[config.mk]
export PLATFORM = sky130hd
export DESIGN_NAME = rf_wb_arbiter
export DESIGN_NICKNAME = d
export VERILOG_FILES = /design/src/rtl/rf_wb_arbiter.sv
export SDC_FILE = /design/constraint.sdc
export NUM_CORES = 1
export LEC_CHECK = 0
export ABC_AREA = 1
export ABC_CLOCK_PERIOD_IN_PS = 3900
export BUFFER_PORTS_ARGS = -buffer_cell sky130_fd_sc_hd__buf_2
export CORE_MARGIN = 4
export CORE_UTILIZATION = 50
export DETAILED_ROUTE_END_ITERATION = 7
export GPL_ROUTABILITY_DRIVEN = 0
export PLACE_DENSITY = 0.83
export SLEW_MARGIN = 20
export SYNTH_ARGS = -nofsm -noshare
export SYNTH_HDL_FRONTEND = slang
export SYNTH_SLANG_ARGS = --single-unit
[constraint.sdc]
create_clock -name clk -period 3.9 [get_ports clk]
set_clock_uncertainty 0.15 [all_clocks]
set_input_delay 0.585 -clock clk [delete_from_list [all_inputs] [get_ports clk]]
set_output_delay 0.585 -clock clk [all_outputs]
set_load 0.05 [all_outputs]
[src/rtl/rf_wb_arbiter.sv]
// rf_wb_arbiter: write-back arbiter and sequencer for the register file's
// single write port. It shares the port between the ALU result path and the
// load path. It splits 16-bit pair results into two byte writes, low byte first.
module rf_wb_arbiter #(
    parameter int ADDR_W   = 5,
    parameter int DATA_W   = 8,
    parameter int ARB_MODE = 0    // 0 = round-robin, 1 = fixed priority (LSU wins)
) (
    input  logic                  clk,
    input  logic                  rst,
    input  logic                  alu_valid,
    output logic                  alu_ready,
    input  logic [ADDR_W-1:0]     alu_addr,
    input  logic [2*DATA_W-1:0]   alu_data,
    input  logic                  alu_wide,
    input  logic                  lsu_valid,
    output logic                  lsu_ready,
    input  logic [ADDR_W-1:0]     lsu_addr,
    input  logic [DATA_W-1:0]     lsu_data,
    output logic                  en_WD,
    output logic [ADDR_W-1:0]     WD_addr,
    output logic [DATA_W-1:0]     WD,
    output logic                  busy
);

    typedef enum logic {IDLE, WIDE_HI} state_t;

    localparam logic GRANT_ALU = 1'b0;
    localparam logic GRANT_LSU = 1'b1;

    state_t              state, state_next;
    logic                last_grant, last_grant_next;
    logic [DATA_W-1:0]   hi_buf, hi_buf_next;
    logic                en_next;
    logic [ADDR_W-1:0]   addr_next;
    logic [DATA_W-1:0]   wd_next;
    logic                grant_alu, grant_lsu;

    // Arbitration: grants happen only in IDLE and never while reset is high.
    always_comb begin
        grant_alu = 1'b0;
        grant_lsu = 1'b0;
        if (!rst && state == IDLE) begin
            if (alu_valid && lsu_valid) begin
                if (ARB_MODE == 1)
                    grant_lsu = 1'b1;
                else if (last_grant == GRANT_LSU)
                    grant_alu = 1'b1;
                else
                    grant_lsu = 1'b1;
            end else begin
                grant_alu = alu_valid;
                grant_lsu = lsu_valid;
            end
        end
    end

    assign alu_ready = grant_alu;
    assign lsu_ready = grant_lsu;
    assign busy      = (state == WIDE_HI);

    // Next-state logic and the next register-file write. When nothing is
    // written, the address and data outputs hold their values.
    always_comb begin
        // NOTE: every output of this block gets a default first, so no path leaves one unassigned and no latch is inferred.
        state_next      = state;
        last_grant_next = last_grant;
        hi_buf_next     = hi_buf;
        en_next         = 1'b0;
        addr_next       = WD_addr;
        wd_next         = WD;
        case (state)
            IDLE: begin
                if (grant_alu) begin
                    last_grant_next = GRANT_ALU;
                    en_next         = 1'b1;
                    wd_next         = alu_data[DATA_W-1:0];
                    if (alu_wide) begin
                        addr_next   = {alu_addr[ADDR_W-1:1], 1'b0};
                        hi_buf_next = alu_data[2*DATA_W-1:DATA_W];
                        state_next  = WIDE_HI;
                    end else begin
                        addr_next   = alu_addr;
                    end
                end else if (grant_lsu) begin
                    last_grant_next = GRANT_LSU;
                    en_next         = 1'b1;
                    addr_next       = lsu_addr;
                    wd_next         = lsu_data;
                end
            end
            WIDE_HI: begin
                // The even address of the pair is still on WD_addr, so set bit 0 to get the odd address.
                en_next    = 1'b1;
                addr_next  = {WD_addr[ADDR_W-1:1], 1'b1};
                wd_next    = hi_buf;
                state_next = IDLE;
            end
        endcase
    end

    // State and registered write-port outputs, with synchronous reset.
    always_ff @(posedge clk) begin
        // NOTE: sequential state uses non-blocking assignments so every register updates from values sampled before the edge.
        if (rst) begin
            state      <= IDLE;
            last_grant <= GRANT_LSU;
            hi_buf     <= '0;
            en_WD      <= 1'b0;
            WD_addr    <= '0;
            WD         <= '0;
        end else begin
            state      <= state_next;
            last_grant <= last_grant_next;
            hi_buf     <= hi_buf_next;
            en_WD      <= en_next;
            WD_addr    <= addr_next;
            WD         <= wd_next;
        end
    end

endmodule
==> qor.csv, run 1 <==
stage,metric,value,unit
logic_synthesis,netlist_instances,189,
grt,grt_max_degree,21,
layout,nets,279,
timing,clock.fmax,388.9,MHz
timing,rsz0062_at_grt,no,
clock_tree,clock_latency,0.32,ns
pwr,power_density,367.2,nW/µm²
grt,use_met1,0.2266,
setup_path,endpoint_kind,output pin,
logic_synthesis,synth_top_family_by_area,simple AND/OR/NAND/NOR gates,
worst_hold_path,hp-class,in -> reg,
logic_synthesis,yosys_warnings,0,
timing,timing.final.crit_period,2.571,ns
grt,overflow,0,
clock_tree,cts_buffer_depth,2,
logic_synthesis,syn_area,1360,µm²
routing,vias,1288,
clock_tree,postCtsHoldBufs,0,
floorplan,dieHeight,60.16,µm
clock_tree,numCtsBuffers,3,
routing,wl,2978,µm
clock_tree,cts.sinks,24,
timing,tightest_slew,0.6030,ns
logic_synthesis,synth_mux_area_frac,0,
routing,route.detailed.drc,0,
grt,grt_pass1_vias,1117,
grt,gr-usage-all-layers,0.1749,
timing,hold_violations,0,
timing,setup_tns,0,ns
floorplan,die_w,60.16,µm
layout,drive_above_1_share,0.3766,
status,status,completed,
layout,final_common_cell,buf_2,
routing,vias_per_cell,4.788,
logic_synthesis,synth_compound_area_frac,0.1555,
placed_design,dp.cells,265,
timing,setup_viol,0,
logic_synthesis,yosys.area_share.adder,0,
logic_synthesis,ys_seq_area_frac,0.3533,
clock_tree,cts_root_buf,clkbuf_4,
layout,multi_input_area,646.9,µm²
clock_tree,clk_pin_slew,0.13,ns
layout,num_antenna_cells,0,
floorplan,rows,18,
layout,fillCellCount,242,
setup_path,worstSetupStartpointType,flip-flop,
floorplan,die_area,3619,µm²
setup_path,required,3.16,ns
timing,fin_crit_sh,0.6592,
logic_synthesis,synth-seq-cells,24,
pwr,ir_drop,0.2682,mV
logic_synthesis,synth_simple_gate_area_frac,0.3201,
routing,ant_nets,0,
clock_tree,h-tree-depth,1,
logic_synthesis,synthXorXnorAreaFrac,0,
pwr,p_leak,0.9310,nW
timing,slew_headroom,0.5979,
placed_design,hpwl,2325,µm
routing,drt-wirelength-per-cell,11.07,µm
layout,seqCellArea,480.5,µm²
layout,final_cell_count_no_fill,269,
layout,syn_to_final_growth,21.62,%
clock_tree,tritoncts,built,
floorplan,pin_count,56,
logic_synthesis,syn_avg_cell_area,7.196,µm²
logic_synthesis,syn_nets,228,
grt,grt_use_met3,0.03888,
layout,layout_common_cells,"buf_2, inv_1, nand2_1, dfxtp_1",
routing,first_pass_iters,4,
timing,finalMaxSlewViolations,0,
grt,use_met2,0.2654,
routing,drt_iter0_drc,26,
placed_design,port_buffers,55,
setup_path,criticalPathCategory,reg -> out,
setup_path,arrival,1.84,ns
clock_tree,cts_setup_buffers,0,
setup_path,crit_fanout,11,
clock_tree,cts_resized,0,
logic_synthesis,yosys.cell_types.count,22,
floorplan,core-area,2545,µm²
layout,postLayoutCellArea,1654,µm²
run,maxCapViolations,0,
grt,grt_pass1_wl,4774,µm
grt,grt.busiest_layer,met2,
placed_design,placed_area,1602,µm²
floorplan,start_util,0.5344,
grt,grt_antenna_before_repair,0,
==> synth_stat cells <==
cell / n / area share
inv_1: 40 / 0.11
nand2_1: 26 / 0.072
dfxtp_1: 24 / 0.35
nor2_1: 17 / 0.047
o21ai_0: 17 / 0.063
nand3_1: 10 / 0.037
a21oi_2: 8 / 0.052
nand2_2: 8 / 0.037
nand3_2: 8 / 0.059
nand4_1: 8 / 0.037
o21a_1: 5 / 0.028
buf_6: 4 / 0.033
buf_2: 3 / 0.011
inv_2: 3 / 0.0083
a21oi_1: 1 / 0.0037
buf_4: 1 / 0.0055
clkbuf_1: 1 / 0.0028
nand3_4: 1 / 0.013
nor2_2: 1 / 0.0046
nor2_8: 1 / 0.015
o21ai_1: 1 / 0.0037
o21ai_2: 1 / 0.0064
==> flip-flops by register name (all words and copies together) (netlist names) <==
name,flops
busy,1
en_WD,1
WD_addr,5
last_grant,1
hi_buf,8
WD,8
==> cell families after synthesis <==
| kind of cell | count (synthesis) |
|---|---|
| flops | 24 |
| simple gates | 80 |
| buf+inv | 52 |
| compound gates | 33 |
==> path summary, 6_finish.rpt <==
path	start	end	slack, ns	cells after the start
hold reg to reg	last_grant$_SDFFE_PP1P_	last_grant$_SDFFE_PP1P_	0.35	2
setup / recovery	busy$_SDFF_PP0_	lsu_ready	1.33	5
setup reg to reg	busy$_SDFF_PP0_	hi_buf[0]$_SDFFE_PP0P_	1.91	6
hold / removal	alu_data[11]	hi_buf[3]$_SDFFE_PP0P_	0.32	3
==> cell type report <==
class / instances / share of cell area
repair buffers: 55 / 0.1664
inverters: 43 / 0.09758
multi-input cells: 113 / 0.3911
clock buffers: 3 / 0.01362
well taps: 30 / 0.02269
clock inverters: 1 / 0.01815
flip-flops and latches: 24 / 0.2905
==> layer usage <==
metal	share of wire	up-vias	wire length, µm
li1	-	685	-
met1	0.46	551	1377
met2	0.44	42	1313
met3	0.070	10	207
met4	0.027	0	79
met5	0	-	0
==> worst max-delay path, cell delays in order (launching register included) <==
cell     delay (ns)
dfxtp_1        0.69
inv_1          0.34
nand2_1        0.13
nor2_1         0.05
o21a_1         0.09
buf_2          0.20
==> metrics by stage <==
step / hold WS, ns / total power [mW] / setup slack (ns) / util
2_1_floorplan: 0.2992 / 0.3928 / 1.664 / -
3_3_place_gp: 0.3235 / 0.4283 / 1.523 / 0.6293
3_5_place_dp: 0.3187 / 0.4305 / 1.496 / 0.6293
4_1_cts: 0.3152 / 0.6102 / 1.352 / 0.6500
5_1_grt: 0.3128 / 0.6331 / 1.208 / 0.6500
6_report: 0.3169 / 0.6073 / 1.329 / 0.6500
==> power by group <==
| group | switching, mW | internal (mW) | leakage [nW] | total, mW |
|---|---|---|---|---|
| sequential | 0.00946 | 0.262 | 0.197 | 0.271 |
| combinational | 0.104 | 0.0483 | 0.706 | 0.153 |
| clock | 0.0794 | 0.104 | 0.0279 | 0.183 |
Note: power is estimated with default switching activity, not from simulation.
==> run 2: changes to the inputs <==
--- a/config.mk
+++ b/config.mk
@@ -6,13 +6,13 @@
 export NUM_CORES = 1
 export LEC_CHECK = 0
 export ABC_AREA = 1
-export ABC_CLOCK_PERIOD_IN_PS = 3900
+export ABC_CLOCK_PERIOD_IN_PS = 2150
 export BUFFER_PORTS_ARGS = -buffer_cell sky130_fd_sc_hd__buf_2
 export CORE_MARGIN = 4
-export CORE_UTILIZATION = 50
+export CORE_UTILIZATION = 43
 export DETAILED_ROUTE_END_ITERATION = 7
 export GPL_ROUTABILITY_DRIVEN = 0
-export PLACE_DENSITY = 0.83
+export PLACE_DENSITY = 0.76
 export SLEW_MARGIN = 20
 export SYNTH_ARGS = -nofsm -noshare
 export SYNTH_HDL_FRONTEND = slang
==> constraint.sdc (replaced) <==
create_clock -name clk -period 2.15 [get_ports clk]
set_clock_uncertainty 0.15 [all_clocks]
set_input_delay 0.3225 -clock clk [delete_from_list [all_inputs] [get_ports clk]]
set_output_delay 0.3225 -clock clk [all_outputs]
set_load 0.05 [all_outputs]
==> qor.csv, run 2 (same netlist as run 1, synthesis figures left out) <==
stage,metric,value,unit
pwr,p_leak,0.9409,nW
layout,final_cell_count_no_fill,287,
routing,drt-wirelength-per-cell,10.55,µm
grt,grt_pass1_vias,1224,
pwr,swShare,0.3492,
setup_path,rrSetupSlack,0.48,ns
pwr,power_density,580.0,nW/µm²
clock_tree,tritoncts,built,
timing,setup_viol,0,
timing,finalMaxSlewViolations,0,
routing,ant_nets,0,
floorplan,start_util,0.4492,
setup_path,worstReg2RegEnd,hi_buf[2]$_SDFFE_PP0P_,
grt,grt_antenna_before_repair,0,
placed_design,hpwl,2457,µm
timing,fin_crit_sh,0.9196,
timing,slew_headroom,0.6773,
clock_tree,numCtsBuffers,3,
layout,layout_common_cells,"buf_2, inv_1, nand2_1, dfxtp_1",
setup_path,crit_buf_inv,2,
timing,rsz0062_at_grt,no,
layout,top_regs,"WD x8, hi_buf x8, WD_addr x5",
clock_tree,clk_pin_slew,0.13,ns
pwr,ir_drop,0.2220,mV
layout,final_common_cell,buf_2,
timing,fin_ws,0.1728,ns
routing,route.detailed.drc,0,
setup_path,setup.worst_path.start,busy$_SDFF_PP0_,
placed_design,dp.cells,284,
worst_hold_path,hp-class,in -> reg,
setup_path,crit_fanout,11,
clock_tree,cts_root_buf,clkbuf_4,
pwr,power.total,975.4,µW
setup_path,cp.depth,4,
timing,holdWs,0.06204,ns
status,status,completed,
setup_path,path_cells,nor2_8 -> nand3_4 -> inv_1 -> buf_2,
clock_tree,postCtsHoldBufs,0,
routing,vias,1300,
layout,nets,284,
clock_tree,cts_resized,0,
setup_path,critical-path-top-delay-family,simple AND/OR/NAND/NOR gates,
floorplan,core-area,3028,µm²
clock_tree,h-tree-depth,1,
floorplan,die_area,4127,µm²
timing,timing.final.crit_period,1.977,ns
timing,hold_violations,0,
layout,post-route-util,0.5554,
layout,num_antenna_cells,0,
setup_path,arrival,1.50,ns
clock_tree,cts_buffer_depth,2,
clock_tree,cts.sinks,24,
grt,overflow,0,
pwr,comb_power_share,0.294,
setup_path,endpoint_kind,output pin,
floorplan,dieHeight,64.24,µm
setup_path,worstSetupStartpointType,flip-flop,
setup_path,r2r_start,busy$_SDFF_PP0_,
placed_design,port_buffers,55,
routing,drt_iter0_drc,26,
routing,vias_per_cell,4.530,
timing,tightest_slew,0.4840,ns
setup_path,critPathSlowestCell,dfxtp_1,
floorplan,rows,20,
setup_path,required,1.68,ns
setup_path,max_stage_delay,0.40,ns
timing,setup_tns,0,ns
routing,first_pass_iters,4,
layout,postLayoutCellArea,1682,µm²
setup_path,endpoint,alu_ready,
pwr,clkPwrFrac,0.204,
grt,grt_pass1_wl,5354,µm
worst_hold_path,holdPathStages,3,
timing,clock.fmax,505.8,MHz
grt,gr-usage-all-layers,0.1575,
grt,grt_max_degree,15,
clock_tree,clock_latency,0.32,ns
pwr,p_int,634.8,µW
placed_design,placed_area,1657,µm²
floorplan,pin_count,56,
pwr,seqPwrFrac,0.502,
clock_tree,cts_setup_buffers,0,
run,maxCapViolations,0,
setup_path,ff2ff_path_depth,6,
setup_path,criticalPathCategory,reg -> out,
pwr,p_switching,340.7,µW
placed_design,dpl_worst_slack,0.2939,ns
layout,syn_to_final_growth,23.64,%
floorplan,die_w,64.24,µm
layout,drive_above_1_share,0.3909,
routing,wl,3028,µm
==> run 2: changes by cell type in the layout (fill, tap and decap cells not counted), sizes merged <==
cell / previous run / this run
buf: 55 / 60
bufinv: 1 / 0
==> run 2: worst register-to-register path, stage by stage (launching register included) <==
cell and delay (ns):
dfxtp_1 0.40, nor2_8 0.21, nand3_4 0.20, nor2_2 0.32
inv_2 0.13, nor2_1 0.11, nor2_1 0.05
==> run 2: worst min path at each step <==
stage / slack (ns) / to / from
2_1_floorplan: 0.30 / last_grant$_SDFFE_PP1P_ / last_grant$_SDFFE_PP1P_
3_3_place_gp: 0.31 / last_grant$_SDFFE_PP1P_ / last_grant$_SDFFE_PP1P_
3_5_place_dp: 0.32 / last_grant$_SDFFE_PP1P_ / last_grant$_SDFFE_PP1P_
4_1_cts: 0.07 / hi_buf[3]$_SDFFE_PP0P_ / alu_data[11]
5_1_grt: 0.07 / hi_buf[4]$_SDFFE_PP0P_ / alu_data[12]
6_report: 0.06 / hi_buf[3]$_SDFFE_PP0P_ / alu_data[11]
==> run 2: layer usage <==
layer	track usage	share of wire	up-vias
li1	-	-	699
met1	0.2128	0.46	565
met2	0.2552	0.46	32
met3	0.02636	0.057	4
met4	0.04749	0.015	0
met5	0	0	-
==> run 2: cell type report <==
cell class                      instances  area, µm²
Inverter                               43      161.4
Sequential cell                        24      480.5
Timing Repair Buffer                   60      312.8
Multi-Input combinational cell        113      649.4
Tap cell                               44      55.05
Clock buffer                            3      22.52
Fill cell                             324       1346
==> run 2: power by group through the flow <==
stage	Clock, mW	Combinational (mW)	Sequential [mW]
6_report	0.199	0.287	0.490
5_1_grt	0.222	0.318	0.495
4_1_cts	0.202	0.290	0.490
3_5_place_dp	0	0.289	0.501
3_3_place_gp	0	0.287	0.500
2_1_floorplan	0	0.142	0.571
==> run 3: changes to the inputs <==
--- a/config.mk
+++ b/config.mk
@@ -6,13 +6,13 @@
 export NUM_CORES = 1
 export LEC_CHECK = 0
 export ABC_AREA = 1
-export ABC_CLOCK_PERIOD_IN_PS = 2150
+export ABC_CLOCK_PERIOD_IN_PS = 1900
 export BUFFER_PORTS_ARGS = -buffer_cell sky130_fd_sc_hd__buf_2
 export CORE_MARGIN = 4
-export CORE_UTILIZATION = 43
+export CORE_UTILIZATION = 47
 export DETAILED_ROUTE_END_ITERATION = 7
 export GPL_ROUTABILITY_DRIVEN = 0
-export PLACE_DENSITY = 0.76
+export PLACE_DENSITY = 0.78
 export SLEW_MARGIN = 20
 export SYNTH_ARGS = -nofsm -noshare
 export SYNTH_HDL_FRONTEND = slang
==> constraint.sdc (replaced) <==
create_clock -name clk -period 1.9 [get_ports clk]
set_clock_uncertainty 0.15 [all_clocks]
set_input_delay 0.285 -clock clk [delete_from_list [all_inputs] [get_ports clk]]
set_output_delay 0.285 -clock clk [all_outputs]
set_load 0.05 [all_outputs]
==> qor.csv, run 3 (same netlist as run 1, synthesis figures left out) <==
stage,metric,value,unit
status,status,completed,
layout,layout_common_cells,"buf_2, inv_1, nand2_1, dfxtp_1",
timing,holdWs,0.03912,ns
setup_path,required,1.46,ns
floorplan,pin_count,56,
clock_tree,tritoncts,built,
routing,vias_per_cell,4.771,
layout,syn_to_final_growth,25.94,%
setup_path,worstSetupStartpointType,flip-flop,
placed_design,dpl_worst_slack,0.3130,ns
run,maxCapViolations,0,
clock_tree,cts_buffer_depth,2,
clock_tree,postCtsHoldBufs,0,
worst_hold_path,hp-class,in -> reg,
timing,timing.final.crit_period,1.787,ns
clock_tree,cts_root_buf,clkbuf_4,
placed_design,hpwl,2489,µm
timing,slew_headroom,0.7914,
layout,drive_above_1_share,0.4032,
clock_tree,h-tree-depth,1,
timing,setup_tns,0,ns
routing,drt_iter0_drc,38,
grt,grt_max_degree,15,
timing,tightest_slew,0.3125,ns
layout,final_cell_count_no_fill,279,
timing,clock.fmax,559.7,MHz
timing,setup_viol,0,
setup_path,endpoint_kind,output pin,
timing,fin_crit_sh,0.9404,
layout,post-route-util,0.6211,
routing,ant_nets,0,
setup_path,arrival,1.35,ns
routing,vias,1331,
timing,fin_ws,0.1132,ns
clock_tree,numCtsBuffers,3,
timing,finalMaxSlewViolations,0,
clock_tree,clk_pin_slew,0.13,ns
setup_path,criticalPathCategory,reg -> out,
floorplan,die_w,61.80,µm
grt,grt_pass1_vias,1174,
layout,postLayoutCellArea,1713,µm²
pwr,ir_drop,0.4746,mV
routing,first_pass_iters,4,
floorplan,die_area,3819,µm²
setup_path,crit_fanout,3,
pwr,power_density,673.6,nW/µm²
setup_path,critPathSlowestCell,dfxtp_1,
clock_tree,cts.sinks,24,
layout,nets,288,
floorplan,dieHeight,61.80,µm
timing,hold_violations,0,
floorplan,rows,19,
floorplan,start_util,0.4932,
placed_design,dp.cells,274,
routing,drt-wirelength-per-cell,11.06,µm
placed_design,port_buffers,55,
pwr,p_leak,0.9663,nW
setup_path,max_stage_delay,0.40,ns
placed_design,placed_area,1664,µm²
grt,grt_pass1_wl,5175,µm
clock_tree,clock_latency,0.30,ns
layout,num_antenna_cells,0,
layout,top_regs,"WD x8, hi_buf x8, WD_addr x5",
routing,route.detailed.drc,0,
layout,fillCellCount,267,
grt,overflow,0,
layout,final_common_cell,buf_2,
grt,grt_antenna_before_repair,0,
grt,gr-usage-all-layers,0.1805,
setup_path,path_cells,inv_1 -> nand2_1 -> nor2_1 -> o21a_2 -> clkbuf_4,
routing,wl,3085,µm
floorplan,core-area,2758,µm²
pwr,power.total,1.154,mW
timing,rsz0062_at_grt,no,
==> run 3: changes by cell type in the layout (fill, tap and decap cells not counted) <==
| cell | before | now |
|---|---|---|
| buf_4 | 5 | 9 |
| buf_2 | 55 | 53 |
| clkbuf_4 | 3 | 5 |
| clkbuf_8 | 0 | 1 |
| nand2_1 | 25 | 26 |
| nand2_2 | 9 | 8 |
| o21a_1 | 5 | 4 |
| o21a_2 | 0 | 1 |
==> run 3: final cells by class <==
type                    count  area [µm²]  area share
multi-input cells         113       648.1      0.3784
well taps                  31       38.79     0.02264
inverters                  43       161.4     0.09423
clock buffers               4       36.28     0.02118
flip-flops and latches     24       480.5      0.2805
repair buffers             64       347.8      0.2031
==> run 3: timing repair <==
item,4_1_cts,5_1_grt
resized for setup,0,2
endpoints found under the setup margin,0,2
buffers inserted,0,1
==> run 3: final timing paths <==
check	startpoint	to	slack, ns	cells past startpoint
min	alu_data[15]	hi_buf[7]$_SDFFE_PP0P_	0.04	3
min reg2reg	last_grant$_SDFFE_PP1P_	last_grant$_SDFFE_PP1P_	0.37	2
max reg2reg	busy$_SDFF_PP0_	WD_addr[0]$_SDFFE_PP0P_	0.30	9
max	busy$_SDFF_PP0_	lsu_ready	0.11	5
==> run 3: metal layers <==
| layer | wire length [µm] | vias up | track usage |
|---|---|---|---|
| met4 | 27 | 0 | 0.05455 |
| met2 | 1534 | 41 | 0.3109 |
| met3 | 194 | 2 | 0.02479 |
| met5 | 0 | - | 0 |
| li1 | - | 702 | - |
| met1 | 1329 | 586 | 0.2337 |
==> run 3: worst max-delay path: cells and delay by family (launching register included) <==
family / cells / cell delay [ns]
AOI/OAI and AO/OA: 1 / 0.15
DFF: 1 / 0.40
and+or+nand+nor: 2 / 0.19
buffers and inverters: 2 / 0.31
==> run 3: where the power goes <==
| group | internal, mW | leakage, nW | switching, mW |
|---|---|---|---|
| combinational | 0.113 | 0.748 | 0.219 |
| sequential | 0.537 | 0.197 | 0.0179 |
| clock | 0.117 | 0.0210 | 0.149 |
